$ cat src/rtl/screen_state_ctrl.sv
// Lights-out board engine: scrambles a board from an LFSR, moves a cursor,
// toggles cursor neighbourhoods and freezes once the win checker reports.
module screen_state_ctrl #(
  parameter int                    NumberOfBits = 31,
  parameter int                    CursorBits   = 5,
  parameter logic [NumberOfBits:0] TAPS         = 32'h8020_0003,
  parameter logic [NumberOfBits:0] SEED         = 32'h0000_0001
) (
  input  logic                    clk,
  input  logic                    reset,
  input  logic                    btn_left,
  input  logic                    btn_right,
  input  logic                    btn_sel,
  input  logic                    btn_start,
  input  logic                    win,
  output logic [NumberOfBits:0]   ScreenValues,
  output logic [CursorBits-1:0]   cursor,
  output logic [15:0]             moves,
  output logic                    playing,
  output logic                    won,
  output logic                    clear_win
);

  localparam logic [NumberOfBits:0] LfsrInit =
    (SEED == '0) ? {{NumberOfBits{1'b0}}, 1'b1} : SEED;
  localparam logic [CursorBits-1:0] CursorMax =
    CursorBits'(NumberOfBits);

  typedef enum logic [1:0] {
    IDLE,
    LOAD,
    PLAY,
    WON
  } state_t;

  state_t state_q, state_d;

  logic [NumberOfBits:0]   board_q, board_d;
  logic [CursorBits-1:0]   cursor_q, cursor_d;
  logic [15:0]             moves_q, moves_d;
  logic [NumberOfBits:0]   lfsr;
  logic [NumberOfBits+2:0] wide;
  logic [NumberOfBits:0]   mask;

  logic [3:0] btn_raw;
  logic [3:0] sync1, sync2, prev;
  logic [3:0] pulse;
  logic       left_p, right_p, sel_p, start_p;

  assign btn_raw = {btn_start, btn_sel, btn_right, btn_left};
  assign pulse   = sync2 & ~prev;
  assign left_p  = pulse[0];
  assign right_p = pulse[1];
  assign sel_p   = pulse[2];
  assign start_p = pulse[3];

  always_ff @(posedge clk) begin
    if (reset) begin
      sync1 <= '0;
      sync2 <= '0;
      prev  <= '0;
    end else begin
      sync1 <= btn_raw;
      sync2 <= sync1;
      prev  <= sync2;
    end
  end

  always_ff @(posedge clk) begin
    if (reset) begin
      lfsr <= LfsrInit;
    end else begin
      lfsr <= (lfsr >> 1) ^ (lfsr[0] ? TAPS : '0);
    end
  end

  // Three-bit window centred on the cursor; the ends fall off the board.
  assign wide = {{NumberOfBits{1'b0}}, 3'b111} << cursor_q;
  assign mask = wide[NumberOfBits+1:1];

  always_comb begin
    state_d   = state_q;
    board_d   = board_q;
    cursor_d  = cursor_q;
    moves_d   = moves_q;
    clear_win = 1'b0;
    playing   = 1'b0;
    won       = 1'b0;
    unique case (state_q)
      IDLE: begin
        if (start_p) state_d = LOAD;
      end
      LOAD: begin
        clear_win = 1'b1;
        board_d   = lfsr;
        cursor_d  = '0;
        moves_d   = '0;
        state_d   = PLAY;
      end
      PLAY: begin
        playing = 1'b1;
        if (start_p) begin
          state_d = LOAD;
        end else if (win) begin
          state_d = WON;
        end else if (sel_p) begin
          board_d = board_q ^ mask;
          if (moves_q != 16'hFFFF) moves_d = moves_q + 16'd1;
        end else if (left_p && !right_p) begin
          if (cursor_q != '0) cursor_d = cursor_q - 1'b1;
        end else if (right_p && !left_p) begin
          if (cursor_q != CursorMax) cursor_d = cursor_q + 1'b1;
        end
      end
      WON: begin
        won = 1'b1;
        if (start_p) state_d = LOAD;
      end
      default: state_d = IDLE;
    endcase
  end

  always_ff @(posedge clk) begin
    if (reset) begin
      state_q  <= IDLE;
      board_q  <= '0;
      cursor_q <= '0;
      moves_q  <= '0;
    end else begin
      state_q  <= state_d;
      board_q  <= board_d;
      cursor_q <= cursor_d;
      moves_q  <= moves_d;
    end
  end

  assign ScreenValues = board_q;
  assign cursor       = cursor_q;
  assign moves        = moves_q;

endmodule

$ cat config.mk
export PLATFORM = sky130hd
export DESIGN_NAME = screen_state_ctrl
export DESIGN_NICKNAME = d
export VERILOG_FILES = /design/src/rtl/screen_state_ctrl.sv
export SDC_FILE = /design/constraint.sdc
export NUM_CORES = 1
export LEC_CHECK = 0
export ABC_AREA = 1
export BUFFER_PORTS_ARGS = -buffer_cell sky130_fd_sc_hd__buf_2
export CAP_MARGIN = 20
export CORE_MARGIN = 1.5
export CORE_UTILIZATION = 25
export DETAILED_ROUTE_END_ITERATION = 10
export PLACE_DENSITY_LB_ADDON = 0.1
export SLEW_MARGIN = 20
export SYNTH_ARGS = -nofsm -noshare
export SYNTH_HDL_FRONTEND = slang
export SYNTH_SLANG_ARGS = --single-unit
$ cat constraint.sdc
create_clock -name clk -period 1.91 [get_ports clk]
set_clock_uncertainty 0.15 [all_clocks]
set_input_delay 0.382 -clock clk [delete_from_list [all_inputs] [get_ports clk]]
set_output_delay 0.382 -clock clk [all_outputs]
set_load 0.01 [all_outputs]
**After elaboration in Yosys (flattened, before gate mapping)**

Cells that the tools add are included.

- Bits in registers: 99
- Output and inout bits: 56
- Logic and storage cells: 68

- $add $sub $neg: 3
- Equality and inequality tests: 15
- Shifts and indexed selects: 1
- Mux-type cells: 25
- Bitwise gates (word level): 4
- Reductions and logical operators: 12

Operators with widths:

| operator | number |
|---|---|
| $mux 32 | 4 |
| $mux 16 | 4 |
| $pmux 32 s2 | 1 |
| $mux 5 | 7 |
| $shl 3x5->33 const A | 1 |
| $pmux 16 s2 | 1 |
| $xor 31x32->32 | 1 |
| $xor 32x32->32 | 1 |
| $add 16x1->16 const B | 1 |
| $ne 16x16->1 const B | 1 |
| $ne 3x3->1 const B | 4 |
| $ne 2x2->1 const B | 5 |
| $pmux 5 s2 | 1 |
| $reduce_and 7->1 | 1 |
| $mux 2 | 3 |
| $pmux 2 s3 | 1 |
| $add 5x1->5 const B | 1 |
| $ne 5x5->1 const B | 1 |
| $reduce_and 5->1 | 1 |
| $reduce_bool 5->1 | 1 |
| $sub 5x1->5 const B | 1 |
| $and 4x4->4 | 1 |
| $eq 2x2->1 const B | 2 |
| $not 4->4 | 1 |
| other kinds (10) | 14 |

**Depth between registers and ports, before layout**

- Word-level depth: 10
- Gate-level depth with buffers: 15

**Worst setup path after synthesis**

No wires, ideal clock.

- Kind: reg2reg
- Start: reg sync2[1]
- End: reg cursor_q[4], in the netlist cursor[4]
- Setup time: 0.112 ns
- Arrival time: 1.686 ns
- Required time: 1.648 ns
- Setup slack: -0.039 ns
- Stages on the path, launching flop included: 15
- Path buffers: 0
- Clock period less this slack: 1.949 ns
- Cell sequence: dfxtp_1 > inv_1 > or2_2 > ha_1 > inv_1 > nand2_1 > nand2_1 > ha_1 > inv_1 > nand2_1 > nand3_1 > a21oi_1 > nor2_1 > nor2_1 > nor2_1

- Longest elaborated chain between the ends: 8
- Elaborated cells on any way between the ends: 13
- Classes of those cells: 3 x eq/ne; 5 x mux; 1 x bitwise; 4 x reduce/logical

RTL lines:

| element | line | RTL |
|---|---|---|
| start, declared | 46 | `logic [3:0] sync1, sync2, prev;` |
| start signal, assigned | 64 | `sync2 <= sync1;` |
| $and 4x4->4 * | 51 | `assign pulse = sync2 & ~prev;` |
| $logic_not 1->1 | 109 | `end else if (left_p && !right_p) begin` |
| $logic_and 1x1->1 | 109 |  |
| $mux 5 | 109 |  |
| $mux 5 | 106 | `end else if (sel_p) begin` |
| $mux 5 | 104 | `end else if (win) begin` |
| $mux 5 | 102 | `if (start_p) begin` |
| $pmux 5 s2 | 89 | `unique case (state_q)` |
| end signal, assigned | 132 | `cursor_q <= cursor_d;` |
| end, declared | 39 | `logic [CursorBits-1:0] cursor_q, cursor_d;` |

Every way passes the cells marked *; elsewhere a longest branch is shown, timed or not. The select of a mux whose other input is x is not followed.
A chain may end at the register's enable or synchronous reset.

**Worst setup path after layout**

Same ends and word-level chain as after synthesis.

==> summary.txt <==
Synthesis
  – Main synth FF type: dfxtp_1
  – Async set or reset register ratio after synthesis: 0%
  – Synth top area cells: dfxtp_1, nand2_1, nor2_1
  – Cell Area, Synth: 5140 um2
  – Synth Register Bits: 99
  – Mapped Cells: 805
  – Post-synth EDFFs: 0
  – Post-synth top cells: nand2_1, nor2_1, inv_1
  – Mean Syn Cell Area: 6.38 um2
  – Yosys warnings: 0
  – Post-synth top area cell: dfxtp_1
  – Area share of the largest cell type after synthesis: 38.6%
  – Sequential-to-total area share from yosys stat: 38.6%
  – Synth unique cells: 30
  – Mapped Nets: 820
  – Most common cell in the netlist: nand2_1

Status
  – Outcome: completed

Clock tree
  – Clock Pin Slew Worst Setup and Hold Paths: 70 ps
  – CTS Buffer Depth: 2
  – CTS tree: done
  – Htree depth: 3
  – CTS Buf Count: 9
  – Worst-Skew Late Latency: 360 ps
  – CTS Sinks: 99
  – CTS root buf: clkbuf_16

Flow run
  – Max capacitance violation total: 0

Pwr
  – PD cells: 1370 nW/um2
  – Static leakage: 2.81 nW
  – Int Power: 0.00512 W
  – Clock group share of total power: 21.3%
  – Reg power frac: 30.6%
  – Sw Share: 43.0%
  – Combinational power share: 48.1%
  – Worst vdd ir: 523 uV
  – Sw power: 0.00386 W

Timing
  – Final period util: 97.7%
  – RSZ-0062 raised after global routing: true
  – Final setup vio count: 0
  – Worst rel slew slack: 54.4%
  – Least-Margin Pin Slew: 679 ps
  – Max Clk Rate: 536 MHz
  – Final min period: 1870 ps
  – Max Slew Vio Count: 0
  – Final WS setup: 43.7 ps
  – Final hold vios: 0

Final layout
  – Final design utilization: 32.6%
  – Nets: 907
  – N_diodes: 0
  – Share of layout cells above drive strength 1: 19.5%
  – Area growth syn-to-layout: 27.9%

Place
  – Post-DP HPWL: 11.3 mm
  – Setup WS pre-CTS: -25.5 ps
  – Port bufs: 62
  – GPL Wtd Cong: 0.777

Detailed routing
  – 1st-iter DRT viols: 270
  – Post-route ant nets: 0
  – Vias: 5108
  – DR pass1 iterations: 5
  – Routed WL: 16.7 mm
  – DR vias/cell: 4.38
  – Routed wire per std cell: 14.3 um
  – Residual DRC: 0

Global route
  – Vias in the first global route: 4781
  – First-pass GRT wire length: 26.6 mm
  – Largest net degree at the start of global routing: 49
  – Initial antenna violation count: 0
  – Grt ovf: 0
  – Total GRT Usage: 15.8%

Critical path
  – Crit-path max FO: 3
  – CP Data Required Time: 2020 ps
  – Critical Path, Cell by Cell: inv_1 -> or2_4 -> ha_4 -> inv_4 -> nand2_2 -> nand2_2 -> ha_4 -> inv_2 -> nand2_2 -> nand3_2 -> a21oi_2 -> nor2_1 -> nor2_1 -> nor2_1
  – Critical-path top delay cell: dfxtp_1
  – CP max stage delay: 310 ps
  – Setup crit end kind: flop
  – CP Launch Type: flop
  – Setup CP Type: reg -> reg
  – WP data arrival: 1970 ps

Die
  – Die Y: 146 um
  – Core Rows: 52
  – Die area: 21400 um2
  – Initial Util: 25.5%
  – Num ports: 63
  – Die extent in x: 146 um
  – Core Box Area: 20200 um2

Min path
  – Hold Crit Class: in -> reg
[layer usage]
metal | up-vias | share of wire [%] | track usage (%)
met4 | 0 | 0.93 | 3.28
met2 | 77 | 48 | 26.6
met5 | - | 0 | 0
met3 | 11 | 3.4 | 3.91
li1 | 2686 | - | -
met1 | 2334 | 48 | 20.6
[worst paths after layout]
path         startpoint        end  slack [ps]  cells past startpoint
max            sync2[1]  cursor[4]          40                     14
max reg2reg    sync2[1]  cursor[4]          40                     14
min reg2reg    sync1[2]   sync2[2]         260                      2
min           btn_right   sync1[1]          70                      3
[power by group through the flow]
| stage | clock network [W] | registers [W] | logic (W) |
|---|---|---|---|
| 3_3_place_gp | 0 | 0.00278 | 0.00399 |
| 2_1_floorplan | 0 | 0.00282 | 0.00237 |
| 5_1_grt | 0.00205 | 0.00280 | 0.00485 |
| 4_1_cts | 0.00198 | 0.00273 | 0.00404 |
| 6_report | 0.00191 | 0.00275 | 0.00432 |
| 3_5_place_dp | 0 | 0.00277 | 0.00400 |
[what timing repair did]
action,4_1_cts,5_1_grt
buffers inserted,0,1
cloned,0,4
setup endpoints to repair,4,34
gates resized for setup,4,37
hold buffers,0,0
pin swaps,0,14
[flip-flops by register name, indices dropped and copies added (netlist names)]
signal / flops
prev: 4
ScreenValues: 32
cursor: 5
sync1: 4
lfsr: 32
sync2: 4
state_q: 2
moves: 16
[per-stage QoR]
step | std cells | cell area (um2) | total power [W] | hold WS (ps) | TNS (ps)
floorplan | 805 | 5140 | 0.00519 | 238 | 0
global placement | 1147 | 6060 | 0.00678 | 245 | -40.1
detailed placement | 1147 | 6060 | 0.00678 | 248 | -25.5
CTS | 1162 | 6380 | 0.00875 | 60.5 | 0
global route | 1166 | 6570 | 0.00970 | 74.8 | -129
finish | 1166 | 6570 | 0.00898 | 69.7 | 0
[cell usage in the layout, fill, tap and decap left out, types with 2 or more instances in the layout]
cell type and instances:
inv_4 2, nand3_1 79, buf_2 62, dfxtp_2 3, ha_4 4, nor2_4 5, xnor2_1 2, nor2_2 7
a21oi_1 47, buf_12 8, o21ai_0 49, ha_1 4, dfxtp_1 96, a21oi_2 3, nand2_2 11, o21ai_1 4
nand2_1 186, clkbuf_1 2, inv_1 113, clkbuf_16 11, o21bai_1 2, inv_2 4, nand4_1 19, nand3_2 3
nor2_1 114, nand4_4 2, buf_4 41
[cell type report]
cell class                 count  area, um2
inverter                     120        455
sequential                    99       1990
clock buffer                  12        246
timing repair buffer         115        855
clock inverter                 3       47.5
tap                          270        338
fill                        2258      13600
multi-input combinational    547       2640
[cells by family after synthesis]
| group | share of synthesized area, % |
|---|---|
| simple gates | 35.4 |
| buf+inv | 12.7 |
| compound gates | 10.9 |
| flops | 38.6 |
| fa+ha+maj | 1.95 |
| xor+xnor | 0.512 |
[worst max-delay path: cells and delay by family, from the launching register on]
| family | cells | cell delay (ps) |
|---|---|---|
| flip-flops | 1 | 310 |
| AO/OA/AOI/OAI | 1 | 140 |
| buffers and inverters | 3 | 130 |
| AND/OR/NAND/NOR | 8 | 730 |
| adder cells (fa/ha/maj) | 2 | 310 |
Power figures use the tool's default switching activity.
